$ cat config.mk
export PLATFORM = sky130hd
export DESIGN_NAME = enigma_feeder_flat
export DESIGN_NICKNAME = d
export VERILOG_FILES = /design/src/rtl/enigma_pkg.sv /design/src/rtl/enigma_feeder_if.sv /design/src/rtl/feeder_out_reg.sv /design/src/rtl/enigma_feeder.sv /design/src/flat_wrapper.sv
export SDC_FILE = /design/constraint.sdc
export NUM_CORES = 1
export LEC_CHECK = 0
export CORE_UTILIZATION = 49
export DETAILED_ROUTE_END_ITERATION = 10
export PLACE_DENSITY = 0.81
export REMOVE_ABC_BUFFERS = 1
export SYNTH_ARGS = -nofsm -noshare
export SYNTH_HDL_FRONTEND = slang
export SYNTH_HIERARCHICAL = 1
export SYNTH_SLANG_ARGS = --single-unit
$ cat constraint.sdc
create_clock -name clk -period 2.1 [get_ports clk]
set_input_delay 0.42 -clock clk [delete_from_list [all_inputs] [get_ports clk]]
set_output_delay 0.42 -clock clk [all_outputs]
set_load 0.01 [all_outputs]
$ cat src/rtl/enigma_pkg.sv
// Shared constants and FSM state encoding for the enigma feeder.
package enigma_pkg;

  localparam int ROTOR_SIZE  = 64;
  localparam int NUM_ROTORS  = 3;
  localparam int SYM_W       = 6;
  localparam int TABLE_DEPTH = ROTOR_SIZE * NUM_ROTORS;
  localparam int IDX_W       = 8;
  localparam int GAP_CYCLES  = 3;
  localparam int GAP_W       = (GAP_CYCLES > 1) ? $clog2(GAP_CYCLES) : 1;

  typedef enum logic [2:0] {
    ST_IDLE,
    ST_LOAD,
    ST_GAP,
    ST_CRYPT,
    ST_DONE
  } state_e;

endpackage

$ cat src/rtl/enigma_feeder_if.sv
// Upstream symbol stream plus the control bus toward the enigma core.
interface enigma_feeder_if;
  import enigma_pkg::*;

  logic             in_valid;
  logic             in_ready;
  logic [SYM_W-1:0] in_data;
  logic             in_last;

  logic             load;
  logic [IDX_W-1:0] load_idx;
  logic [SYM_W-1:0] code_in;
  logic             encrypt;
  logic             crypt_mode;

  // Environment side: drives the stream, observes the core bus.
  modport master (
    output in_valid, in_data, in_last,
    input  in_ready, load, load_idx, code_in, encrypt, crypt_mode
  );

  // Feeder side.
  modport slave (
    input  in_valid, in_data, in_last,
    output in_ready, load, load_idx, code_in, encrypt, crypt_mode
  );

endinterface

$ cat src/rtl/feeder_out_reg.sv
// Output register stage toward the core: strobes last one cycle, index and
// symbol hold their value through bubbles.
module feeder_out_reg
  import enigma_pkg::*;
(
  input  logic             clk,
  input  logic             rst,
  input  logic             load_stb_i,
  input  logic             enc_stb_i,
  input  logic [IDX_W-1:0] idx_i,
  input  logic [SYM_W-1:0] data_i,
  output logic             load_o,
  output logic             encrypt_o,
  output logic [IDX_W-1:0] load_idx_o,
  output logic [SYM_W-1:0] code_in_o
);

  logic             load_q, load_d;
  logic             enc_q, enc_d;
  logic [IDX_W-1:0] idx_q, idx_d;
  logic [SYM_W-1:0] code_q, code_d;

  always_comb begin
    // NOTE: every variable gets a default first so no path leaves it unassigned (no latch).
    load_d = load_stb_i;
    enc_d  = enc_stb_i;
    idx_d  = idx_q;
    code_d = code_q;
    if (load_stb_i) begin
      idx_d  = idx_i;
      code_d = data_i;
    end else if (enc_stb_i) begin
      code_d = data_i;
    end
  end

  // NOTE: sequential state uses non-blocking assignments so all registers update together.
  always_ff @(posedge clk or posedge rst) begin
    if (rst) begin
      load_q <= 1'b0;
      enc_q  <= 1'b0;
      idx_q  <= '0;
      code_q <= '0;
    end else begin
      load_q <= load_d;
      enc_q  <= enc_d;
      idx_q  <= idx_d;
      code_q <= code_d;
    end
  end

  assign load_o     = load_q;
  assign encrypt_o  = enc_q;
  assign load_idx_o = idx_q;
  assign code_in_o  = code_q;

endmodule

$ cat src/rtl/enigma_feeder.sv
// Feeder FSM: rotor-table load, idle gap, then per-symbol encrypt strobes.
// Optional FEEDER_STATS_EN adds a saturating text-symbol counter (sym_cnt).
module enigma_feeder
  import enigma_pkg::*;
(
  input  logic              clk,
  input  logic              srst,
  input  logic              start,
  input  logic              mode_in,
  enigma_feeder_if.slave    bus,
  output logic              busy,
  output logic              msg_done,
  output logic              err_last
`ifdef FEEDER_STATS_EN
  ,
  output logic [15:0]       sym_cnt
`endif
);

  localparam logic [IDX_W-1:0] LAST_IDX = IDX_W'(TABLE_DEPTH - 1);
  localparam logic [GAP_W-1:0] GAP_LAST = GAP_W'(GAP_CYCLES - 1);

  state_e           state_q, state_d;
  logic [IDX_W-1:0] cnt_q, cnt_d;
  logic [GAP_W-1:0] gap_q, gap_d;
  logic             mode_q, mode_d;
  logic             err_q, err_d;
  logic             done_q;

  logic in_ready;
  logic accept;
  logic start_go;
  logic load_stb;
  logic enc_stb;

  assign in_ready = (state_q == ST_LOAD) || (state_q == ST_CRYPT);
  assign accept   = bus.in_valid & in_ready;
  assign start_go = (state_q == ST_IDLE) & start;

  always_comb begin
    state_d  = state_q;
    cnt_d    = cnt_q;
    gap_d    = gap_q;
    mode_d   = mode_q;
    err_d    = err_q;
    load_stb = 1'b0;
    enc_stb  = 1'b0;
    case (state_q)
      ST_IDLE: begin
        if (start) begin
          state_d = ST_LOAD;
          mode_d  = mode_in;
          cnt_d   = '0;
          err_d   = 1'b0;
        end
      end
      ST_LOAD: begin
        if (accept) begin
          load_stb = 1'b1;
          if (bus.in_last) err_d = 1'b1;
          // The index stops at the last entry rather than wrapping.
          if (cnt_q == LAST_IDX) begin
            state_d = ST_GAP;
            gap_d   = '0;
          end else begin
            cnt_d = cnt_q + IDX_W'(1);
          end
        end
      end
      ST_GAP: begin
        if (gap_q == GAP_LAST) state_d = ST_CRYPT;
        else                   gap_d   = gap_q + GAP_W'(1);
      end
      ST_CRYPT: begin
        if (accept) begin
          enc_stb = 1'b1;
          if (bus.in_last) state_d = ST_DONE;
        end
      end
      ST_DONE:  state_d = ST_IDLE;
      default:  state_d = ST_IDLE;
    endcase
  end

  always_ff @(posedge clk or posedge srst) begin
    if (srst) begin
      state_q <= ST_IDLE;
      cnt_q   <= '0;
      gap_q   <= '0;
      mode_q  <= 1'b0;
      err_q   <= 1'b0;
      done_q  <= 1'b0;
    end else begin
      state_q <= state_d;
      cnt_q   <= cnt_d;
      gap_q   <= gap_d;
      mode_q  <= mode_d;
      err_q   <= err_d;
      done_q  <= (state_q == ST_DONE);
    end
  end

  feeder_out_reg u_out (
    .clk        (clk),
    .rst        (srst),
    .load_stb_i (load_stb),
    .enc_stb_i  (enc_stb),
    .idx_i      (cnt_q),
    .data_i     (bus.in_data),
    .load_o     (bus.load),
    .encrypt_o  (bus.encrypt),
    .load_idx_o (bus.load_idx),
    .code_in_o  (bus.code_in)
  );

  assign bus.in_ready   = in_ready;
  assign bus.crypt_mode = mode_q;
  assign busy           = (state_q != ST_IDLE);
  assign msg_done       = done_q;
  assign err_last       = err_q;

`ifdef FEEDER_STATS_EN
  logic [15:0] sym_cnt_q, sym_cnt_d;

  always_comb begin
    sym_cnt_d = sym_cnt_q;
    if (start_go)                            sym_cnt_d = '0;
    else if (enc_stb && sym_cnt_q != 16'hFFFF) sym_cnt_d = sym_cnt_q + 16'd1;
  end

  always_ff @(posedge clk or posedge srst) begin
    if (srst) sym_cnt_q <= '0;
    else      sym_cnt_q <= sym_cnt_d;
  end

  assign sym_cnt = sym_cnt_q;
`else
  // Statistics counter not built; start_go only feeds it.
  logic unused_start_go;
  assign unused_start_go = start_go;
`endif

endmodule

$ cat src/flat_wrapper.sv
// flat-port wrapper written by rule: the top's interface ports become plain ports
module enigma_feeder_flat import enigma_pkg::*;
  (clk, srst, start, mode_in, busy, msg_done, err_last, bus_in_valid, bus_in_data, bus_in_last, bus_in_ready, bus_load, bus_load_idx, bus_code_in, bus_encrypt, bus_crypt_mode);
  enigma_feeder_if bus_i ();
  input  logic clk;
  input  logic srst;
  input  logic start;
  input  logic mode_in;
  output logic busy;
  output logic msg_done;
  output logic err_last;
  input wire logic [$bits(bus_i.in_valid)-1:0] bus_in_valid;
  input wire logic [$bits(bus_i.in_data)-1:0] bus_in_data;
  input wire logic [$bits(bus_i.in_last)-1:0] bus_in_last;
  output wire logic [$bits(bus_i.in_ready)-1:0] bus_in_ready;
  output wire logic [$bits(bus_i.load)-1:0] bus_load;
  output wire logic [$bits(bus_i.load_idx)-1:0] bus_load_idx;
  output wire logic [$bits(bus_i.code_in)-1:0] bus_code_in;
  output wire logic [$bits(bus_i.encrypt)-1:0] bus_encrypt;
  output wire logic [$bits(bus_i.crypt_mode)-1:0] bus_crypt_mode;
  assign bus_i.in_valid = bus_in_valid;
  assign bus_i.in_data = bus_in_data;
  assign bus_i.in_last = bus_in_last;
  assign bus_in_ready = bus_i.in_ready;
  assign bus_load = bus_i.load;
  assign bus_load_idx = bus_i.load_idx;
  assign bus_code_in = bus_i.code_in;
  assign bus_encrypt = bus_i.encrypt;
  assign bus_crypt_mode = bus_i.crypt_mode;
  enigma_feeder u_core (.clk(clk), .srst(srst), .start(start), .mode_in(mode_in), .bus(bus_i), .busy(busy), .msg_done(msg_done), .err_last(err_last));
endmodule
; Yosys cells after proc, flatten, opt, wreduce, memory -nomap -nowiden
; Cells that the tools add are included.
; W data, S select, Z words.
[op_classes]
n_mux = 24
bitwise_logic = 1
reduce_logical = 11
n_eq_ne = 15
add_sub_neg = 2
[ops]
columns = operator, count
row1 = $mux W8, 3
row2 = $mux W3, 6
row3 = $pmux W8 S2, 1
row4 = $mux W6, 2
row5 = $ne A2 B2 Y1 const B, 6
row6 = $pmux W3 S4, 1
row7 = $reduce_and A4 Y1, 3
row8 = $add A8 B1 Y8 const B, 1
row9 = $eq A8 B8 Y1 const B, 1
row10 = $eq A3 B2 Y1 const B, 2
row11 = $mux W1, 6
row12 = $mux W2, 3
row13 = $ne A2 B1 Y1 const B, 3
row14 = $reduce_and A6 Y1, 1
row15 = $reduce_bool A2 Y1, 3
row16 = $pmux W2 S2, 1
row17 = $eq A3 B1 Y1 const B, 1
row18 = $eq A3 B3 Y1 const B, 1
row19 = $logic_not A3 Y1, 1
row20 = $reduce_bool A3 Y1, 1
row21 = $add A2 B1 Y2 const B, 1
row22 = $eq A2 B2 Y1 const B, 1
row23 = $pmux W1 S2, 1
row24 = $reduce_and A2 Y1, 1
row25 = 2 further kinds, 2
[word_totals]
input_bits = 12
regBits = 32
word_cells = 63
out_inout_bits = 21

; Longest topological paths before layout
[depth]
word_depth = 7
mapped_depth = 6
mapped_depth_nobuf = 5

; Cells and area by module
; Netlist, hierarchy kept.
[modules_own_cells]
columns = module, cells_each, area_per_inst_um2, n_inst
row1 = enigma_feeder, 90, 857.1, 1
row2 = feeder_out_reg, 33, 615.6, 1

; Worst setup path before layout
; OpenSTA, ideal clock, no wires.
[synth_timing]
path_kind = register -> register
startpoint = reg u_core.cnt_q[0]
endpoint = reg u_core.cnt_q[3]
arrival_time_ps = 1413
required_time_ps = 1971
setup_slack_ps = 558
setup_time_ps = 129
stages_incl_launch_ff = 6
path_cell_list = dfrtp_1 ha_1 and3_2 a21oi_2 nand2b_4 o221ai_2
[synth_via]
elab_chain_len = 4
word_cells_on_any_way = 7
classes_between = 1 x add/sub / 2 x eq/ne / 3 x mux / 1 x reduce/logical
[synth_rtl]
columns = element, line
row1 = start: declaration, enigma_feeder.sv:24  ; logic [IDX_W-1:0] cnt_q, cnt_d;
row2 = start signal: assignment, enigma_feeder.sv:95  ; cnt_q <= cnt_d;
row3 = $add A8 B1 Y8, enigma_feeder.sv:66  ; cnt_d = cnt_q + IDX_W'(1);
row4 = $mux W8, enigma_feeder.sv:62  ; if (cnt_q == LAST_IDX) begin
row5 = $mux W8, enigma_feeder.sv:58  ; if (accept) begin
row6 = $pmux W8 S2, enigma_feeder.sv:48  ; case (state_q)
; Parallel ways exist; a longest one is shown, timed or not. The select of a mux whose other input is x is not followed.
; A chain may end at the register's enable or synchronous reset.

; Worst setup path in the final report
[layout_timing]
startpoint = reg u_core.state_q[0]
endpoint = out busy
[layout_via]
elab_chain_len = 1
[layout_rtl]
columns = element, line
row1 = start: declaration, enigma_feeder.sv:23  ; state_e state_q, state_d;
row2 = start signal: assignment, enigma_feeder.sv:94  ; state_q <= state_d;
row3 = $reduce_bool A3 Y1, enigma_feeder.sv:118  ; assign busy = (state_q != ST_IDLE);
row4 = end: declaration, flat_wrapper.sv:9  ; output logic busy;
; Every way passes these cells.

==> impl_results.md <==
- Status: complete, but fails checks
- Failing checks: DRC
- P_sw: 0.0006667 W
- Seq pwr share: 43.7%
- First-pass GRT wire length: 5333 µm
- Relative slew slack: 58.18%
- Minimum hold slack: 0.4655 ns
- Worst-path maximum fanout: 9
- ANT cells: 0
- Max IR drop VDD: 0.7235 mV
- Leakage: 0.8729 nW
- Cts hold-fix bufs: 0
- WL final: 3087 µm
- Final Max Tran Viols: 0
- Final worst slack: 0.07141 ns
- Antenna violations before repair: 0
- Startpoint type of the worst setup path: flip-flop
- Clock skew: 0.01746 ns
- Core area: 0.002805 mm²
- CTS tree: yes
- Clk sinks: 32
- Clock Path Buffers: 2
- Final RePlAce weighted congestion: 0.8217
- Core Rows: 19
- Critical Path End Type: primary output
- Final Hold Viols: 0
- Tcrit/Tclk final: 96.60%
- Die width: 56.82 µm
- Register area: 802.0 µm²
- 1st-pass router iterations: 7
- Die area: 0.003229 mm²
- Synth top area cells: dfrtp_1 54%, mux2_2 6.9%, mux2_4 6.1%, nand2_1 3.1%, a21oi_1 2.0%
- Largest net degree at the start of global routing: 17
- Design Area, Final: 0.001963 mm²
- Worst Hold Class: in -> async
- Top-count cell post-synth: dfrtp_1
- Postcts setup bufs: 0
- Share of the synthesized area in the top cell type: 54.38%
- Synthesis Warnings: 6
- Main synth FF type: dfrtp_1
- Pwr Total: 0.002168 W
- Max Fclk: 493.0 MHz
- Final setup violation count: 0
- Average wire per standard cell: 15.83 µm
- Max-cap violations: 0
- GRT overflow: 0
- Routed Antenna Nets: 0
- Cell area after synthesis: 0.001473 mm²
- CTS Buf Count: 5
- Initial Util: 52.50%
- Flops & latches, synth: 32
- Post-synthesis average cell area: 11.97 µm²
- Comb pwr share: 31.7%
- Placed Area: 0.001853 mm²
- Post-synth ARST share: 100.0%
- Port Buffers: 32
- Sw Ratio: 30.74%
- Min Tclk post-route: 2.029 ns
- RSZ-0062 raised after global routing: false
- Share of layout cells above drive strength 1: 22.56%
- Layout Area Growth over Synthesis: 33.30%
- Nets: 177
- Most frequent cells after synthesis: 32 x dfrtp_1, 12 x nand2_1, 9 x mux2_2, 8 x inv_1
- P_int: 0.001502 W
- Pre-CTS setup slack: 0.1782 ns
- Area of the multi-input gates: 634.4 µm²
- HPWL Detailed: 2295 µm
- Syn Inst Count: 123
- Setup TNS: 0 ns
- DRT iter0 DRCs: 40
- P per Cell Area: 1105 mW/mm²
- Routed vias/inst: 5.656
- Arrival time worst endpoint: 1.61 ns
- CP Class: reg -> out
- Post-synthesis sequential area ratio: 54.38%
- Clock slew at reported path FFs: 0.11 ns
- Actual slew at the worst max-slew pin: 0.6267 ns
- Worst-skew pair later-pin latency: 0.35 ns
- # IOs: 33
- Cell taking the most area after synthesis: dfrtp_1
- Vias: 1103
- Clock power share: 24.6%
- Critical Path RT: 1.68 ns
- DRC viols: 8
- Netlist cell types: 38
- # H-tree levels: 2
- R2R setup slack: 0.50 ns
- Vias in the first global route: 1108
- EDFF count, synth: 0
- Height of the die: 56.82 µm
- Filler cells: 202
- Gr usage total: 22.28%
- CTS Root Cell: clkbuf_4
-- power groups by stage --
stage               clock network, W  logic (W)  registers, W
global route                0.000570   0.000750      0.000976
detailed placement                 0   0.000687      0.000959
CTS                         0.000538   0.000690      0.000948
floorplan                          0   0.000334      0.000965
finish                      0.000533   0.000686      0.000949
global placement                   0   0.000661      0.000946
-- cell type report --
class	instances	share of cell area, %
inverter	8	1.530
multi-input combinational	80	32.31
sequential	32	40.85
clock buffer	7	3.314
clock inverter	1	1.530
timing repair buffer	36	18.48
tap	31	1.976
-- per-stage QoR --
step | std cells | utilization [%]
6_report | 195 | 69.98
4_1_cts | 195 | 69.63
3_3_place_gp | 187 | 66.06
2_1_floorplan | 120 | -
5_1_grt | 195 | 69.98
3_5_place_dp | 187 | 66.06
-- worst max-delay path, cell delays in order (launching register included) --
cell and delay [ns]:
dfrtp_2 0.49, nor3_4 0.25, inv_1 0.06, clkdlybuf4s50_1 0.47
-- path summary, 6_finish.rpt --
| kind | startpoint | end | cells past startpoint |
|---|---|---|---|
| max | u_core/state_q[0]$_DFFE_PP0P_ | busy | 3 |
| min | srst | u_core/u_out/load_idx_o[4]$_DFFE_PP0P_ | 2 |
| max reg2reg | u_core/state_q[1]$_DFFE_PP0P_ | u_core/u_out/code_in_o[2]$_DFFE_PP0P_ | 6 |
| min reg2reg | u_core/gap_q[0]$_DFFE_PP0P_ | u_core/gap_q[0]$_DFFE_PP0P_ | 1 |
| max in group asynchronous | srst | u_core/state_q[0]$_DFFE_PP0P_ | 2 |
| min in group clk | u_core/gap_q[0]$_DFFE_PP0P_ | u_core/gap_q[0]$_DFFE_PP0P_ | 1 |
-- cell families (layout without fill, tap and decap cells) --
group	count (synthesis)	after routing	synth area share, %
AO/OA/AOI/OAI	23	23	10.03
flip-flops	32	32	54.38
AND/OR/NAND/NOR	38	38	16.06
buffers and inverters	11	52	3.483
multiplexers	17	17	14.36
adder cells (fa/ha/maj)	2	2	1.699
-- registers in the layout (all words and copies together), names as in the netlist, 2 cells and up --
register                 count
u_core/cnt_q                 8
u_core/u_out/load_idx_o      8
u_core/u_out/code_in_o       6
u_core/state_q               3
u_core/gap_q                 2
-- routing by layer --
layer	up-vias	share of wire (%)	track usage (%)
met4	0	1.4	9.408
li1	519	-	-
met3	5	5.9	5.760
met5	-	0	0
met2	29	51	34.69
met1	550	42	29.52
-- repair_timing --
item                       4_1_cts  5_1_grt
cloned                           0        0
setup endpoints to repair        1        2
resized for setup                1        3
-- placed cells by master (no fill, tap or decap), types with 3 or more instances in the layout --
master,count
clkdlybuf4s50_1,32
dfrtp_1,31
nand2_1,12
mux2_2,9
inv_1,8
a21oi_1,6
o21ai_0,6
mux2_4,6
clkbuf_4,5
nand3_1,4
a31oi_1,3
buf_4,3
Note: power is estimated with default switching activity, not from simulation.
